`config.mk`:
```
export PLATFORM = sky130hd
export DESIGN_NAME = tx_cpl_engine
export DESIGN_NICKNAME = d
export VERILOG_FILES = /design/src/rtl/tx_cpl_engine.sv
export SDC_FILE = /design/constraint.sdc
export NUM_CORES = 1
export LEC_CHECK = 0
export CAP_MARGIN = 20
export CORE_ASPECT_RATIO = 2
export CORE_MARGIN = 4
export CORE_UTILIZATION = 38
export CTS_CLUSTER_SIZE = 28
export DETAILED_ROUTE_END_ITERATION = 8
export PLACE_DENSITY = 0.76
export SYNTH_ARGS = -nofsm -noshare
export SYNTH_HDL_FRONTEND = slang
export SYNTH_SLANG_ARGS = --single-unit
```
`constraint.sdc`:
```
create_clock -name tx_clk -period 3.7 [get_ports tx_clk]
set_input_delay 0.555 -clock tx_clk [delete_from_list [all_inputs] [get_ports tx_clk]]
set_output_delay 0.555 -clock tx_clk [all_outputs]
set_load 0.02 [all_outputs]
```
`src/rtl/tx_cpl_engine.sv`:
```
// tx_cpl_engine: turns 2-beat memory-read request headers plus OCP read-response
// words into 3DW CplD TLPs on a 64-bit PCIe TX stream. Payload DWs are shifted
// behind the odd third header DW through a 32-bit hold register.
//
// state | meaning
// IDLE  | waiting for header beat0 (also the beat0 acceptance state)
// HDR1  | beat0 latched, waiting for header beat1
// CPL0  | sending {DW1,DW0} of the completion header
// CPL1  | sending {payload DW0, DW2}; needs the first OCP word
// DATA  | sending payload pairs {sdata lo, hold}, or a final {0, hold}
module tx_cpl_engine #(
    parameter int axi_width  = 64,
    parameter int keep_width = 8
) (
    input  logic                  tx_clk,
    input  logic                  tx_reset,
    input  logic [15:0]           completer_id,
    input  logic                  tx_header_fifo_valid,
    input  logic [axi_width-1:0]  tx_header_fifo_data,
    input  logic [keep_width-1:0] tx_header_fifo_keep,
    input  logic                  tx_header_fifo_last,
    output logic                  tx_header_fifo_ready,
    input  logic [1:0]            sresp,
    input  logic [axi_width-1:0]  sdata,
    output logic                  mresp_accept,
    output logic                  tx_valid,
    output logic [axi_width-1:0]  tx_data,
    output logic [keep_width-1:0] tx_keep,
    output logic                  tx_last,
    input  logic                  tx_ready,
    output logic                  cpl_busy,
    output logic                  cpl_error
);

    localparam logic [1:0] SRESP_NULL = 2'b00;
    localparam logic [1:0] SRESP_ERR  = 2'b11;

    typedef enum logic [2:0] {IDLE, HDR1, CPL0, CPL1, DATA} state_t;

    state_t      state_q, state_d;
    logic [9:0]  len_q;
    logic [2:0]  tc_q;
    logic [1:0]  attr_q;
    logic [15:0] req_id_q;
    logic [7:0]  tag_q;
    logic [4:0]  lower_q;
    logic [31:0] hold_q, hold_d;
    logic [10:0] rem_q, rem_d;
    logic        hdr0_load, hdr1_load;

    logic [11:0] byte_count;
    logic [31:0] cpl_dw0, cpl_dw1, cpl_dw2;
    logic        unused_inputs;

    // Byte count wraps to 0 for a 1024-DW read, which the 10-bit length already encodes.
    assign byte_count = {len_q, 2'b00};
    assign cpl_dw0    = {3'b010, 5'b01010, 1'b0, tc_q, 4'b0000, 2'b00, attr_q, 2'b00, len_q};
    assign cpl_dw1    = {completer_id, 3'b000, 1'b0, byte_count};
    assign cpl_dw2    = {req_id_q, tag_q, 1'b0, lower_q, 2'b00};
    assign cpl_busy   = (state_q != IDLE);

    // Header bits outside the captured fields and the byte enables carry nothing we use.
    assign unused_inputs = ^{tx_header_fifo_keep, tx_header_fifo_data};

    // State, latched header fields, hold register and DW countdown.
    always_ff @(posedge tx_clk or posedge tx_reset) begin
        if (tx_reset) begin
            state_q  <= IDLE;
            len_q    <= '0;
            tc_q     <= '0;
            attr_q   <= '0;
            req_id_q <= '0;
            tag_q    <= '0;
            lower_q  <= '0;
            hold_q   <= '0;
            rem_q    <= '0;
        end else begin
            state_q <= state_d;
            hold_q  <= hold_d;
            rem_q   <= rem_d;
            if (hdr0_load) begin
                len_q    <= tx_header_fifo_data[9:0];
                tc_q     <= tx_header_fifo_data[22:20];
                attr_q   <= tx_header_fifo_data[13:12];
                req_id_q <= tx_header_fifo_data[63:48];
                tag_q    <= tx_header_fifo_data[47:40];
            end
            if (hdr1_load) begin
                lower_q <= tx_header_fifo_data[6:2];
            end
        end
    end

    // Next state and stream outputs; outputs are gated off while reset is held.
    always_comb begin
        state_d              = state_q;
        hold_d               = hold_q;
        rem_d                = rem_q;
        hdr0_load            = 1'b0;
        hdr1_load            = 1'b0;
        tx_header_fifo_ready = 1'b0;
        tx_valid             = 1'b0;
        tx_data              = '0;
        tx_keep              = '0;
        tx_last              = 1'b0;
        mresp_accept         = 1'b0;
        cpl_error            = 1'b0;
        case (state_q)
            IDLE: begin
                tx_header_fifo_ready = !tx_reset;
                if (tx_header_fifo_valid && !tx_reset) begin
                    if (tx_header_fifo_last) begin
                        cpl_error = 1'b1;
                    end else begin
                        hdr0_load = 1'b1;
                        state_d   = HDR1;
                    end
                end
            end
            HDR1: begin
                tx_header_fifo_ready = !tx_reset;
                if (tx_header_fifo_valid && !tx_reset) begin
                    if (tx_header_fifo_last) begin
                        hdr1_load = 1'b1;
                        rem_d     = (len_q == 10'd0) ? 11'd1024 : {1'b0, len_q};
                        state_d   = CPL0;
                    end else begin
                        cpl_error = 1'b1;
                        state_d   = IDLE;
                    end
                end
            end
            CPL0: begin
                tx_valid = 1'b1;
                tx_data  = {cpl_dw1, cpl_dw0};
                tx_keep  = 8'hFF;
                if (tx_ready) begin
                    state_d = CPL1;
                end
            end
            CPL1: begin
                tx_valid = (sresp != SRESP_NULL);
                tx_data  = {sdata[31:0], cpl_dw2};
                tx_keep  = 8'hFF;
                tx_last  = (rem_q == 11'd1);
                if (tx_valid && tx_ready) begin
                    mresp_accept = 1'b1;
                    cpl_error    = (sresp == SRESP_ERR);
                    hold_d       = sdata[63:32];
                    rem_d        = rem_q - 11'd1;
                    state_d      = tx_last ? IDLE : DATA;
                end
            end
            DATA: begin
                if (rem_q >= 11'd2) begin
                    tx_valid = (sresp != SRESP_NULL);
                    tx_data  = {sdata[31:0], hold_q};
                    tx_keep  = 8'hFF;
                    tx_last  = (rem_q == 11'd2);
                    if (tx_valid && tx_ready) begin
                        mresp_accept = 1'b1;
                        cpl_error    = (sresp == SRESP_ERR);
                        hold_d       = sdata[63:32];
                        rem_d        = rem_q - 11'd2;
                        state_d      = tx_last ? IDLE : DATA;
                    end
                end else begin
                    // Odd tail: the last DW already sits in hold, no OCP word needed.
                    tx_valid = 1'b1;
                    tx_data  = {32'h0, hold_q};
                    tx_keep  = 8'h0F;
                    tx_last  = 1'b1;
                    if (tx_ready) begin
                        rem_d   = '0;
                        state_d = IDLE;
                    end
                end
            end
            default: state_d = IDLE;
        endcase
    end

endmodule
```
==> run metrics <==
vias per cell 5.71; Setup Buffers After CTS 0; flop-to-flop setup slack 900 ps; Post-CTS Resized 0; largest net degree at the start of global routing 43; CP top delay family simple AND/OR/NAND/NOR gates; layout cell share with drive strength beyond 1 18.4%; maxcap violations 0; Comb pwr share 53.9%; initial antenna violation count 0; fin crit share 96.7%; CP Capture Type output pin; Clk pwr share 15.1%; post-DP HPWL 13.2 mm; clk sinks 90; gpl congestion 0.933; Avg Cell Area, Syn 11.2 um^2; leading area contributor after synthesis dfrtp_1; drt drc 0; slowest CP cell or4_4; Post-Route WL 17.2 mm; setup_tns 0 ps; crit path DAT 3020 ps; most common library cell in the layout ignoring fill and taps clkdlybuf4s50_1; Finished Cell Area 0.00762 mm^2; I/O pins 237; Die Wd 90.2 um; Yosys warnings 0; die height 172 um; Post-Syn Area 0.00513 mm^2; worst hold slack 507 ps; Max VDD drop 0.389 mV; crit path launch rem_q[7]; cell internal pwr 3680 uW; largest cells by area after synthesis dfrtp_1 (44%), mux2_2 (11%), mux2_4 (8.2%), a22o_1 (7.5%), o21ai_0 (2.5%); # port buffers 203; worst min-delay path class register to register; fin crit period 3580 ps; clock tree from TritonCTS built; Power Dens Cells 803 mW/mm^2; Hold Path Sink tag_q[5]; CTS Buf Count 9; EDFF count, synth 0; Area Growth Syn to Fin 48.5%; Buf/Inv on CP 2; Starting Density 39.1%; Top FF cell, synth dfrtp_1; startpoint types register; DR iter-0 viols 280; sw frac 39.9%; DR vias 4622; synthesized net count 624; grt ovf 0; Worst Path Required 3140 ps; final hold vios 0; source of the worst hold timing path tag_q[5]; CTS clk-pin slew, worst paths 60 ps; leakage power total 0.00327 uW; row count 59; GRT Overall Usage 21.6%; Final Max Tran Viols 0; Root Driver clkbuf_16; die area 0.0155 mm^2; Cell variety after synth 55; sequential share of power 31.1%; Clk Latency, worst-skew pair 340 ps; Peak Freq 280 MHz; Hold Crit Depth 1; Worst R2R Path Depth 8; Switch Pwr 2440 uW; worst rel slew slack 44.4%; top-area cell type share of the netlist area 43.9%; CTS HTree Levels 3; Worst Tran Pin Value 826 ps; final setup vio count 0; cts hold-fix bufs 0; number of synthesized register bits 90; drt first pass iters 5; status finished clean; post-synthesis instance total 460; Routed Antenna Nets 0; slowest stage delay, CP 610 ps; register area share after synthesis 43.9%; Core Box Area 0.0131 mm^2; final net count 816; Reg-to-Reg Start rem_q[2]; clock skew 8.88 ps; Cell Area, Placed 0.00730 mm^2; RR Endpoint rem_q[6]; most frequent cells in the layout clkdlybuf4s50_1 (196), dfrtp_1 (90), mux2_2 (49); CTS max path bufs 2; routed len/inst 21.3 um; WS Path Type register to output pin; Max Fanout on Critical Path 32; vias in the first global route 4890; Async SR Flop Fraction 100%; CP cell instances or4_4 -> a2111oi_4 -> or2b_4 -> nand2_1 -> buf_6 -> a22o_1 -> clkdlybuf4s50_1; RSZ-0062 raised after global routing no; first-pass GRT wire length 26.4 mm
[kinds of logic after synthesis]
| group | count (synthesis) | synth area share (%) |
|---|---|---|
| flip-flops | 90 | 43.9 |
| multiplexers | 89 | 21.3 |
| XOR/XNOR | 8 | 1.37 |
| adder cells (fa/ha/maj) | 5 | 1.22 |
| AND/OR/NAND/NOR | 100 | 10.3 |
| AO/OA/AOI/OAI | 118 | 17.5 |
| buffers and inverters | 50 | 4.53 |
[routing by layer]
metal	track usage (%)	vias up	wire length (um)
met5	0	-	0
met4	10.7	0	696
met3	4.40	45	949
met2	40.9	222	9460
met1	22.5	2275	6140
li1	-	2080	-
[worst max-delay path by stage]
| stage | to | slack [ps] | cells after the start |
|---|---|---|---|
| 4_1_cts | tx_data[59] | 20 | 9 |
| 3_5_place_dp | tx_data[59] | 400 | 9 |
| 2_1_floorplan | state_q[0] | 390 | 4 |
| 3_3_place_gp | tx_data[59] | 430 | 9 |
| 6_report | tx_data[59] | 120 | 7 |
| 5_1_grt | tx_data[59] | 10 | 7 |
[synthesized netlist by cell type (all sizes together), types with 2 or more instances]
library cell	instances
nand3	7
a21oi	12
or4	2
o21ai	26
a22o	44
nor2	23
a221oi	4
o21bai	2
or3	2
nor3b	2
nand2	25
clkbuf	25
mux2	77
dfrtp	90
o22ai	7
and2	7
nand2b	5
nor3	5
a2111oi	3
ha	5
mux2i	12
buf	13
nor4	6
inv	12
and3	4
a32o	3
xor2	4
a22oi	2
or3b	2
a31oi	2
a211oi	3
nand4	3
a21o	3
and3b	2
xnor2	4
[state kept, by name (all words and copies together), names as in the netlist]
register,count
rem_q,11
len_q,10
lower_q,5
tc_q,3
state_q,3
tag_q,8
hold_q,32
attr_q,2
req_id_q,16
[stage by stage]
step	power, uW	cells	util (%)	worst slack [ps]
floorplan	3900	460	-	391
detailed placement	5210	793	55.6	397
global placement	5100	793	55.6	429
CTS	6150	809	57.8	24.5
global route	6480	809	58.0	11.6
finish	6120	810	58.0	124
[power groups by stage]
stage	logic [uW]	registers [uW]	clock network, uW
6_report	3300	1900	922
4_1_cts	3310	1900	944
3_3_place_gp	3220	1880	0
5_1_grt	3530	1960	995
2_1_floorplan	2180	1720	0
3_5_place_dp	3300	1910	0
[area by class of cell]
class,count,area (um^2)
tap,152,190
sequential,90,2250
inverter,12,46.3
clock inverter,5,61.3
antenna,1,2.50
multi-input combinational,320,2670
clock buffer,11,233
fill,1117,5520
timing repair buffer,219,2170
Note: power is estimated with default switching activity, not from simulation.
